File: src/rtl/tpu_instr_dispatch.sv
// Streams one thread's instruction block from MPU thread memory to a TPU front end.
// Optional termination watchdog: define TPU_DISPATCH_TIMEOUT_EN.
module tpu_instr_dispatch #(
  parameter int INSTR_WIDTH    = 64,
  parameter int ISSUE_NO_WIDTH = 8,
  parameter int LEN_WIDTH      = 10,
  parameter int TIMEOUT_CYCLES = 4096
) (
  input  logic                      clock,
  input  logic                      reset,
  input  logic                      I_Start,
  input  logic [ISSUE_NO_WIDTH-1:0] I_IssueNo,
  input  logic [LEN_WIDTH-1:0]      I_Length,
  output logic                      O_Busy,
  output logic                      O_Rd_Req,
  output logic [LEN_WIDTH-1:0]      O_Rd_Address,
  input  logic [INSTR_WIDTH-1:0]    I_Rd_Instr,
  output logic                      O_Req,
  output logic [ISSUE_NO_WIDTH-1:0] O_IssueNo,
  output logic [INSTR_WIDTH-1:0]    O_Instr,
  input  logic                      I_Nack,
  input  logic                      I_Term,
  input  logic [ISSUE_NO_WIDTH-1:0] I_Term_IssueNo,
  output logic                      O_Done,
  output logic [ISSUE_NO_WIDTH-1:0] O_Done_IssueNo,
  output logic                      O_Error
);

  typedef enum logic [1:0] {IDLE, FILL, STREAM, WAIT_TERM} state_t;

  state_t state_reg, state_next;

  logic                      o_busy_reg, o_busy_next;
  logic                      o_rd_req_reg, o_rd_req_next;
  logic [LEN_WIDTH-1:0]      o_rd_address_reg, o_rd_address_next;
  logic                      o_req_reg, o_req_next;
  logic [ISSUE_NO_WIDTH-1:0] o_issue_no_reg, o_issue_no_next;
  logic [INSTR_WIDTH-1:0]    o_instr_reg, o_instr_next;
  logic                      o_done_reg, o_done_next;
  logic [ISSUE_NO_WIDTH-1:0] o_done_issue_no_reg, o_done_issue_no_next;
  logic                      o_error_reg, o_error_next;

  logic [LEN_WIDTH-1:0]      len_reg, len_next;
  logic [LEN_WIDTH-1:0]      rd_cnt_reg, rd_cnt_next;
  logic [LEN_WIDTH-1:0]      beat_cnt_reg, beat_cnt_next;
  logic                      term_seen_reg, term_seen_next;
  logic                      inflight_reg, inflight_next;

  logic [INSTR_WIDTH-1:0]    fifo_mem [0:1];
  logic [1:0]                fifo_count_reg, fifo_count_next;
  logic                      wr_ptr_reg, wr_ptr_next;
  logic                      rd_ptr_reg, rd_ptr_next;

  logic                      pop;
  logic                      term_hit;
  logic                      fifo_push;
  logic                      fifo_pop;
  logic [2:0]                occ_next;

`ifdef TPU_DISPATCH_TIMEOUT_EN
  localparam int TO_W = $clog2(TIMEOUT_CYCLES + 1);
  logic [TO_W-1:0] timeout_cnt_reg, timeout_cnt_next;
`else
  logic unused_timeout;
  assign unused_timeout = ^TIMEOUT_CYCLES;
`endif

  always_ff @(posedge clock or negedge reset) begin
    if (!reset) state_reg <= IDLE;
    else        state_reg <= state_next;
  end

  always_comb begin
    state_next           = state_reg;
    o_busy_next          = o_busy_reg;
    o_rd_req_next        = 1'b0;
    o_rd_address_next    = o_rd_address_reg;
    o_req_next           = o_req_reg;
    o_issue_no_next      = o_issue_no_reg;
    o_instr_next         = o_instr_reg;
    o_done_next          = 1'b0;
    o_done_issue_no_next = o_done_issue_no_reg;
    o_error_next         = 1'b0;
    len_next             = len_reg;
    rd_cnt_next          = rd_cnt_reg;
    beat_cnt_next        = beat_cnt_reg;
    term_seen_next       = term_seen_reg;
    inflight_next        = o_rd_req_reg;
    fifo_push            = 1'b0;
    fifo_pop             = 1'b0;
`ifdef TPU_DISPATCH_TIMEOUT_EN
    timeout_cnt_next     = timeout_cnt_reg;
`endif

    pop      = o_req_reg && !I_Nack;
    term_hit = I_Term && (I_Term_IssueNo == o_issue_no_reg);

    // The head beat lives in the output register; the FIFO only backs it up.
    if (!o_req_reg || pop) begin
      if (fifo_count_reg != 2'd0) begin
        o_instr_next = fifo_mem[rd_ptr_reg];
        o_req_next   = 1'b1;
        fifo_pop     = 1'b1;
        fifo_push    = inflight_reg;
      end else if (inflight_reg) begin
        o_instr_next = I_Rd_Instr;
        o_req_next   = 1'b1;
      end else begin
        o_req_next   = 1'b0;
      end
    end else begin
      fifo_push = inflight_reg;
    end

    fifo_count_next = fifo_count_reg + {1'b0, fifo_push} - {1'b0, fifo_pop};
    wr_ptr_next     = wr_ptr_reg ^ fifo_push;
    rd_ptr_next     = rd_ptr_reg ^ fifo_pop;
    // Data held after this edge plus the read whose data lands next cycle.
    occ_next        = {2'b00, o_req_next} + {1'b0, fifo_count_next} + {2'b00, o_rd_req_reg};

    if (pop) beat_cnt_next = beat_cnt_reg + LEN_WIDTH'(1);

    case (state_reg)
      IDLE: begin
        o_busy_next = 1'b0;
        if (I_Start && !o_busy_reg) begin
          if (I_Length == '0) begin
            o_done_next          = 1'b1;
            o_error_next         = 1'b1;
            o_done_issue_no_next = I_IssueNo;
          end else begin
            state_next        = FILL;
            o_busy_next       = 1'b1;
            o_issue_no_next   = I_IssueNo;
            len_next          = I_Length;
            o_rd_req_next     = 1'b1;
            o_rd_address_next = '0;
            rd_cnt_next       = LEN_WIDTH'(1);
            beat_cnt_next     = '0;
            term_seen_next    = 1'b0;
          end
        end
      end

      FILL, STREAM: begin
        if (term_hit) term_seen_next = 1'b1;
        if (occ_next < 3'd3 && rd_cnt_reg < len_reg) begin
          o_rd_req_next     = 1'b1;
          o_rd_address_next = rd_cnt_reg;
          rd_cnt_next       = rd_cnt_reg + LEN_WIDTH'(1);
        end
        if (state_reg == FILL) begin
          if (o_req_next) state_next = STREAM;
        end else if (pop && beat_cnt_reg == len_reg - LEN_WIDTH'(1)) begin
          if (term_seen_reg || term_hit) begin
            state_next           = IDLE;
            o_done_next          = 1'b1;
            o_done_issue_no_next = o_issue_no_reg;
          end else begin
            state_next = WAIT_TERM;
`ifdef TPU_DISPATCH_TIMEOUT_EN
            timeout_cnt_next = '0;
`endif
          end
        end
      end

      WAIT_TERM: begin
        if (term_hit) begin
          state_next           = IDLE;
          o_done_next          = 1'b1;
          o_done_issue_no_next = o_issue_no_reg;
        end
`ifdef TPU_DISPATCH_TIMEOUT_EN
        else if (timeout_cnt_reg == TO_W'(TIMEOUT_CYCLES - 1)) begin
          state_next           = IDLE;
          o_done_next          = 1'b1;
          o_error_next         = 1'b1;
          o_done_issue_no_next = o_issue_no_reg;
        end else begin
          timeout_cnt_next = timeout_cnt_reg + TO_W'(1);
        end
`endif
      end

      default: state_next = IDLE;
    endcase
  end

  always_ff @(posedge clock or negedge reset) begin
    if (!reset) begin
      o_busy_reg          <= 1'b0;
      o_rd_req_reg        <= 1'b0;
      o_rd_address_reg    <= '0;
      o_req_reg           <= 1'b0;
      o_issue_no_reg      <= '0;
      o_instr_reg         <= '0;
      o_done_reg          <= 1'b0;
      o_done_issue_no_reg <= '0;
      o_error_reg         <= 1'b0;
      len_reg             <= '0;
      rd_cnt_reg          <= '0;
      beat_cnt_reg        <= '0;
      term_seen_reg       <= 1'b0;
      inflight_reg        <= 1'b0;
      fifo_count_reg      <= 2'd0;
      wr_ptr_reg          <= 1'b0;
      rd_ptr_reg          <= 1'b0;
`ifdef TPU_DISPATCH_TIMEOUT_EN
      timeout_cnt_reg     <= '0;
`endif
    end else begin
      o_busy_reg          <= o_busy_next;
      o_rd_req_reg        <= o_rd_req_next;
      o_rd_address_reg    <= o_rd_address_next;
      o_req_reg           <= o_req_next;
      o_issue_no_reg      <= o_issue_no_next;
      o_instr_reg         <= o_instr_next;
      o_done_reg          <= o_done_next;
      o_done_issue_no_reg <= o_done_issue_no_next;
      o_error_reg         <= o_error_next;
      len_reg             <= len_next;
      rd_cnt_reg          <= rd_cnt_next;
      beat_cnt_reg        <= beat_cnt_next;
      term_seen_reg       <= term_seen_next;
      inflight_reg        <= inflight_next;
      fifo_count_reg      <= fifo_count_next;
      wr_ptr_reg          <= wr_ptr_next;
      rd_ptr_reg          <= rd_ptr_next;
`ifdef TPU_DISPATCH_TIMEOUT_EN
      timeout_cnt_reg     <= timeout_cnt_next;
`endif
    end
  end

  // Storage only; validity is tracked by fifo_count_reg, so no reset needed.
  always_ff @(posedge clock) begin
    if (fifo_push) fifo_mem[wr_ptr_reg] <= I_Rd_Instr;
  end

  assign O_Busy         = o_busy_reg;
  assign O_Rd_Req       = o_rd_req_reg;
  assign O_Rd_Address   = o_rd_address_reg;
  assign O_Req          = o_req_reg;
  assign O_IssueNo      = o_issue_no_reg;
  assign O_Instr        = o_instr_reg;
  assign O_Done         = o_done_reg;
  assign O_Done_IssueNo = o_done_issue_no_reg;
  assign O_Error        = o_error_reg;

endmodule
File: config.mk
export PLATFORM = sky130hd
export DESIGN_NAME = tpu_instr_dispatch
export DESIGN_NICKNAME = d
export VERILOG_FILES = /design/src/rtl/tpu_instr_dispatch.sv
export SDC_FILE = /design/constraint.sdc
export NUM_CORES = 1
export LEC_CHECK = 0
export ABC_CLOCK_PERIOD_IN_PS = 4830
export CAP_MARGIN = 10
export CORE_MARGIN = 4
export CORE_UTILIZATION = 42
export CTS_CLUSTER_SIZE = 8
export DETAILED_ROUTE_END_ITERATION = 7
export PLACE_DENSITY = 0.66
export SLEW_MARGIN = 20
export SYNTH_ARGS = -nofsm -noshare
export SYNTH_HDL_FRONTEND = slang
export SYNTH_SLANG_ARGS = --single-unit
File: constraint.sdc
create_clock -name clock -period 4.83 [get_ports clock]
set_input_delay 0.966 -clock clock [delete_from_list [all_inputs] [get_ports clock]]
set_output_delay 0.966 -clock clock [all_outputs]
set_load 0.01 [all_outputs]
==> impl_metrics.py, run 1 <==
metrics = {
    "outcome": {
        "outcome": "complete, no violations",
    },
    "sta": {
        "holdWs_ns": 0.466,
        "period_minus_slack_ns": 4.11,
        "finalCritPeriodShare_pct": 85.0,
        "tightest_slew_ns": 0.790,
        "fmax_mhz": 243,
        "drv_slew": 0,
        "worst_clock_skew_ns": 0.0109,
        "timing.setup.tns_ns": 0,
        "rsz0062_at_grt": "false",
        "setup_ws_ns": 0.723,
        "setup-violations-final": 0,
        "hold_violations": 0,
        "relSlewSlack_pct": 47.3,
    },
    "global_routing": {
        "track_usage_pct": 17.5,
        "grt_pass1_vias": 7631,
        "grt_pass1_wl_mm": 41.4,
        "grt_max_degree": 81,
        "antenna_found_initial": 0,
        "grt_overflow": 0,
    },
    "worst_setup_path": {
        "critPathMaxStageDelay_ns": 0.50,
        "start_kind": "primary input",
        "crit_type": "primary input to flop",
        "crit_buf_inv": 7,
        "rr_startpoint": "fifo_count_reg[1]$_DFF_PN0_",
        "crit_fanout": 15,
        "cp-end-kind": "flop",
        "cp_top_family": "adder cells",
        "path_common_cell": "inv_1",
        "crit_chain": "clkdlybuf4s50_1 -> nand2_1 -> nand2_1 -> and2_1 -> inv_1 -> ha_1 -> inv_1 -> ha_1 -> inv_1 -> fa_1 -> inv_1 -> ha_1 -> inv_1 -> o2111ai_1 -> nor2_1 -> o21ai_1 -> buf_4 -> or3_1 -> a21oi_1",
        "slowest_stage": "clkdlybuf4s50_1",
        "cp-startpoint": "I_Nack",
        "crit_arrival_ns": 4.54,
        "required_ns": 5.26,
    },
    "logic_synthesis": {
        "synth_area_leaders": "edfxtp_1 (34%), dfrtp_1 (30%), mux2i_1 (6.0%)",
        "synth_flop_cell": "dfrtp_1",
        "ys_seq_area_share_pct": 63.7,
        "syn-cell-area_sq_mm": 0.0113,
        "yosys_warnings": 0,
        "synth_top_area_share_pct": 34.1,
        "synth-edff-count": 128,
        "synth_top_family_by_area": "compound AO/OA/AOI/OAI gates",
        "yosys.area_share.simple_pct": 9.92,
        "synth.distinct_cells": 53,
        "syn_nets": 1047,
        "synthAdderAreaFrac_pct": 2.51,
        "ys_ff_latch": 261,
        "synth_top_cell_by_area": "edfxtp_1",
        "ys_top_cells_by_count": "dfrtp_1 (133), edfxtp_1 (128), nand2_1 (93), nor2_1 (93)",
        "synth_xor_area_share_pct": 2.57,
        "synth_most_common_cell": "dfrtp_1",
        "synth-compound-area-share_pct": 10.2,
        "synthCells": 930,
        "synth.area.mux_share_pct": 8.71,
        "synthArstFlopShare_pct": 51.0,
        "syn_avg_cell_area_sq_um": 12.1,
    },
    "job": {
        "maxCapViolCount": 0,
    },
    "final_layout": {
        "final_area_sq_mm": 0.0146,
        "area_delta_synth_final_pct": 29.9,
        "final_nets": 1242,
        "regMostFlops": "fifo_mem",
        "diodes": 0,
        "layout-drive-gt1-share_pct": 8.18,
        "largest_register_ffs": 128,
    },
    "clock_network": {
        "htree_levels": 2,
        "cts_setup_buffers": 0,
        "cts_resized": 0,
        "clkSinkCount": 261,
        "cts_hold_buf": 0,
        "clkTransAtPathRegs_ns": 0.05,
        "cts_tree": "built",
        "clock_path_buffers": 3,
        "clkLatencyLatePin_ns": 0.51,
        "cts_buffers": 38,
        "root_buffer": "clkbuf_16",
    },
    "route": {
        "vias": 7704,
        "drcViolationCount": 0,
        "viasPerCell": 5.19,
        "routedWlPerCell_um": 17.5,
        "postRouteAntennaNets": 0,
        "wl_mm": 26.0,
        "drt_first_pass_iters": 5,
        "drt-initial-drc-count": 451,
    },
    "floorplan": {
        "std_cell_rows": 59,
        "die_h_um": 172,
        "die_w_um": 172,
        "core_area_sq_mm": 0.0262,
        "ioPinCount": 190,
        "start_util_pct": 43.0,
        "die_area_sq_mm": 0.0295,
    },
    "pwr": {
        "p_per_area_mw_per_mm2": 651,
        "finalPower_w": 0.00952,
        "irDropWorstVdd_mv": 0.507,
        "cellLeakagePower_nw": 5.97,
    },
    "placed_design": {
        "dp_hpwl_mm": 16.8,
        "port_buffers": 189,
        "routabilityCongestion": 0.825,
        "dp_worst_setup_slack_ns": 0.179,
        "placed_area_sq_mm": 0.0135,
    },
    "worst_hold_path": {
        "hp-class": "flop to flop",
        "min-delay-start": "O_Rd_Req$_DFF_PN0_",
    },
}
area by class of cell:
cell class	instances	area, sq um
Multi-Input combinational cell	598	3840
Timing Repair Buffer	202	2000
Sequential cell	261	7180
Inverter	24	90.1
Clock inverter	3	33.8
Clock buffer	61	1060
Fill cell	2220	11600
Tap cell	335	419
cell families (layout without fill, tap and decap cells):
family	Yosys count	in the layout
flops	261	261
simple gates	252	252
compound gates	199	199
mux	92	92
buf+inv	71	290
xor+xnor	33	33
fa+ha+maj	22	22
where the power goes:
part / total, W / switching (W) / internal (W)
registers: 0.00365 / 0.000465 / 0.00319
clock network: 0.00242 / 0.000930 / 0.00149
logic: 0.00344 / 0.00185 / 0.00159
total: 0.00952 / 0.00325 / 0.00627
cell usage in the layout, fill, tap and decap left out, drive strengths merged, types with 13 or more instances in the layout:
master / instances
nand3: 13
nand2: 93
edfxtp: 128
xor2: 13
inv: 26
mux2: 24
ha: 21
clkdlybuf4s50: 188
o21ai: 83
nor2: 94
a21oi: 79
mux2i: 68
clkbuf: 61
buf: 14
xnor2: 20
dfrtp: 133
metrics by stage:
step                      instances  util (%)
after CTS                      1484      55.8
final                          1484      55.8
after global placement         1420      51.6
after global routing           1484      55.8
after detailed placement       1420      51.6
after floorplan                 930         -
worst paths after layout:
path | cells after the start | to | slack, ns
max | 19 | rd_cnt_reg[4]$_DFFE_PN0P_ | 0.72
min | 0 | inflight_reg$_DFF_PN0_ | 0.47
max reg2reg | 18 | rd_cnt_reg[4]$_DFFE_PN0P_ | 1.27
min reg2reg | 0 | inflight_reg$_DFF_PN0_ | 0.47
max in group asynchronous | 2 | O_Instr[14]$_DFFE_PN0P_ | 3.32
min in group asynchronous | 1 | rd_cnt_reg[3]$_DFFE_PN0P_ | 0.52
metal layers:
metal	GRT usage, %	part of all wire [%]
met1	24.9	47
met2	26.9	44
met3	4.57	7.0
met4	4.96	2.1
met5	0	0
(Power assumes the default switching activity.)
==> run 2, diff against run 1 <==
ABC_CLOCK_PERIOD_IN_PS = default   (was 4830)
clock period = 4.6 ns   (was 4.83 ns; I/O delays follow)
==> run 2 against run 1 <==
- clock power is 6% higher
- highest routed layer unchanged
- worst setup slack worse by 0.28 ns
- clock skew is 0.0056 ns higher
- critical endpoint is now O_Rd_Address[3]$_DFFE_PN0P_
- cell area is 0.13% higher
- largest power group unchanged
- critical path depth is 1 lower
==> impl_metrics.py, run 2 (synthesized netlist as in run 1, its figures left out) <==
metrics = {
    "outcome": {
        "outcome": "complete, no violations",
    },
    "final_layout": {
        "regMostFlops": "fifo_mem",
        "fin_cells": 1482,
        "final_cell_mix": "clkdlybuf4s50_1 (188), dfrtp_1 (132), edfxtp_1 (128), nand2_1 (93), nor2_1 (92)",
        "diodes": 0,
        "largest_register_ffs": 128,
        "final_nets": 1240,
        "area_delta_synth_final_pct": 30.0,
        "final_common_cell": "clkdlybuf4s50_1",
        "nFillCells": 2176,
        "layout-drive-gt1-share_pct": 8.02,
    },
    "worst_setup_path": {
        "rr_startpoint": "fifo_count_reg[1]$_DFF_PN0_",
        "crit_fanout": 15,
        "slowest_stage": "clkdlybuf4s50_1",
        "cp_num_cells": 18,
        "start_kind": "primary input",
        "r2r_slack_ns": 0.95,
        "path_common_cell": "inv_1",
        "crit_type": "primary input to flop",
        "endpoint": "O_Rd_Address[3]$_DFFE_PN0P_",
        "crit_chain": "clkdlybuf4s50_1 -> nand2_1 -> nand2_1 -> and2_1 -> inv_1 -> ha_1 -> inv_1 -> ha_1 -> inv_1 -> fa_1 -> inv_1 -> ha_1 -> inv_1 -> o2111ai_1 -> nor2_1 -> o21ai_1 -> and3_1 -> a221o_1",
        "crit_arrival_ns": 4.53,
        "timing.rr.end": "O_Rd_Address[3]$_DFFE_PN0P_",
        "cp-end-kind": "flop",
        "critPathMaxStageDelay_ns": 0.50,
        "cp_top_family": "adder cells",
        "reg2reg_depth": 17,
        "cp-startpoint": "I_Nack",
        "required_ns": 4.98,
        "crit_buf_inv": 6,
    },
    "floorplan": {
        "die_area_sq_mm": 0.0295,
        "core_area_sq_mm": 0.0262,
        "die_h_um": 172,
        "std_cell_rows": 59,
        "die_w_um": 172,
        "ioPinCount": 190,
        "start_util_pct": 43.0,
    },
    "sta": {
        "timing.setup.tns_ns": 0,
        "holdWs_ns": 0.470,
        "period_minus_slack_ns": 4.16,
        "drv_slew": 0,
        "setup-violations-final": 0,
        "relSlewSlack_pct": 39.9,
        "finalCritPeriodShare_pct": 90.3,
        "hold_violations": 0,
        "fmax_mhz": 241,
        "worst_clock_skew_ns": 0.0165,
        "rsz0062_at_grt": "false",
        "tightest_slew_ns": 0.902,
    },
    "clock_network": {
        "clock_path_buffers": 3,
        "cts_buffers": 38,
        "cts_hold_buf": 0,
        "cts_tree": "built",
        "clkTransAtPathRegs_ns": 0.05,
        "clkSinkCount": 261,
        "root_buffer": "clkbuf_16",
        "cts_resized": 0,
        "clkLatencyLatePin_ns": 0.51,
        "htree_levels": 2,
        "cts_setup_buffers": 0,
    },
    "placed_design": {
        "dp_cells": 1418,
        "dp_hpwl_mm": 16.5,
        "routabilityCongestion": 0.805,
        "port_buffers": 189,
    },
    "pwr": {
        "p_per_area_mw_per_mm2": 681,
        "cellLeakagePower_nw": 5.97,
        "irDropWorstVdd_mv": 0.461,
    },
    "worst_hold_path": {
        "hp-class": "flop to flop",
    },
    "global_routing": {
        "grt_pass1_vias": 7637,
        "grt_overflow": 0,
        "track_usage_pct": 17.4,
        "antenna_found_initial": 0,
        "grt_pass1_wl_mm": 40.8,
        "grt_max_degree": 129,
    },
    "route": {
        "viasPerCell": 5.18,
        "drt-initial-drc-count": 577,
        "postRouteAntennaNets": 0,
        "routedWlPerCell_um": 17.5,
        "wl_mm": 26.0,
        "drcViolationCount": 0,
        "drt_first_pass_iters": 5,
        "vias": 7672,
    },
    "job": {
        "maxCapViolCount": 0,
    },
}
-- run 2: changes by cell type in the layout (fill, tap and decap cells not counted) --
cell	delta
clkinv_2	-1
buf_12	+2
buf_4	-4
clkbuf_8	+1
-- run 2: area by class of cell --
class | instances | area [sq um] | share of cell area (%)
sequential | 261 | 7180 | 49.0
tap | 335 | 419 | 2.86
multi-input combinational | 598 | 3840 | 26.2
clock buffer | 62 | 1070 | 7.32
inverter | 24 | 90.1 | 0.615
clock inverter | 2 | 28.8 | 0.197
timing repair buffer | 200 | 2010 | 13.7
-- run 2: worst min path at each step --
| stage | startpoint | end | slack [ns] | cells after the start |
|---|---|---|---|---|
| 2_1_floorplan | O_Rd_Req$_DFF_PN0_ | inflight_reg$_DFF_PN0_ | 0.43 | 0 |
| 3_3_place_gp | O_Instr[5]$_DFFE_PN0P_ | O_Instr[5]$_DFFE_PN0P_ | 0.46 | 2 |
| 3_5_place_dp | O_Rd_Req$_DFF_PN0_ | inflight_reg$_DFF_PN0_ | 0.45 | 0 |
| 4_1_cts | O_Rd_Req$_DFF_PN0_ | inflight_reg$_DFF_PN0_ | 0.47 | 0 |
| 5_1_grt | O_Rd_Req$_DFF_PN0_ | inflight_reg$_DFF_PN0_ | 0.49 | 0 |
| 6_report | O_Rd_Req$_DFF_PN0_ | inflight_reg$_DFF_PN0_ | 0.47 | 0 |
-- run 2: report_power, final --
part	leakage, nW	switching (W)	total, W	internal (W)
clock	0.528	0.000984	0.00257	0.00158
combinational	2.62	0.00192	0.00357	0.00165
sequential	2.82	0.000493	0.00384	0.00335
total	5.97	0.00340	0.00998	0.00658
-- run 2: metal layers --
metal	vias up	part of all wire (%)	wire length, um	global-route usage [%]
li1	3714	-	-	-
met1	3704	46	11900	24.1
met2	218	45	11800	27.3
met3	36	6.9	1790	4.34
met4	0	2.0	518	4.85
met5	-	0	0	0
-- run 2: stage by stage --
| step | util (%) | power (W) | worst slack, ns | area [sq um] |
|---|---|---|---|---|
| CTS | 55.9 | 0.0101 | 0.419 | 14600 |
| floorplan | - | 0.00605 | 0.866 | 11300 |
| finish | 55.9 | 0.00998 | 0.445 | 14600 |
| global placement | 51.7 | 0.00738 | 0.00267 | 13500 |
| detailed placement | 51.7 | 0.00751 | -0.0978 | 13500 |
| global route | 55.9 | 0.0107 | 0.128 | 14600 |
==> run 3, diff against run 2 <==
CAP_MARGIN = 20   (was 10)
==> results of run 3 <==
Final layout, timing and power as in run 2 (identical DEF).
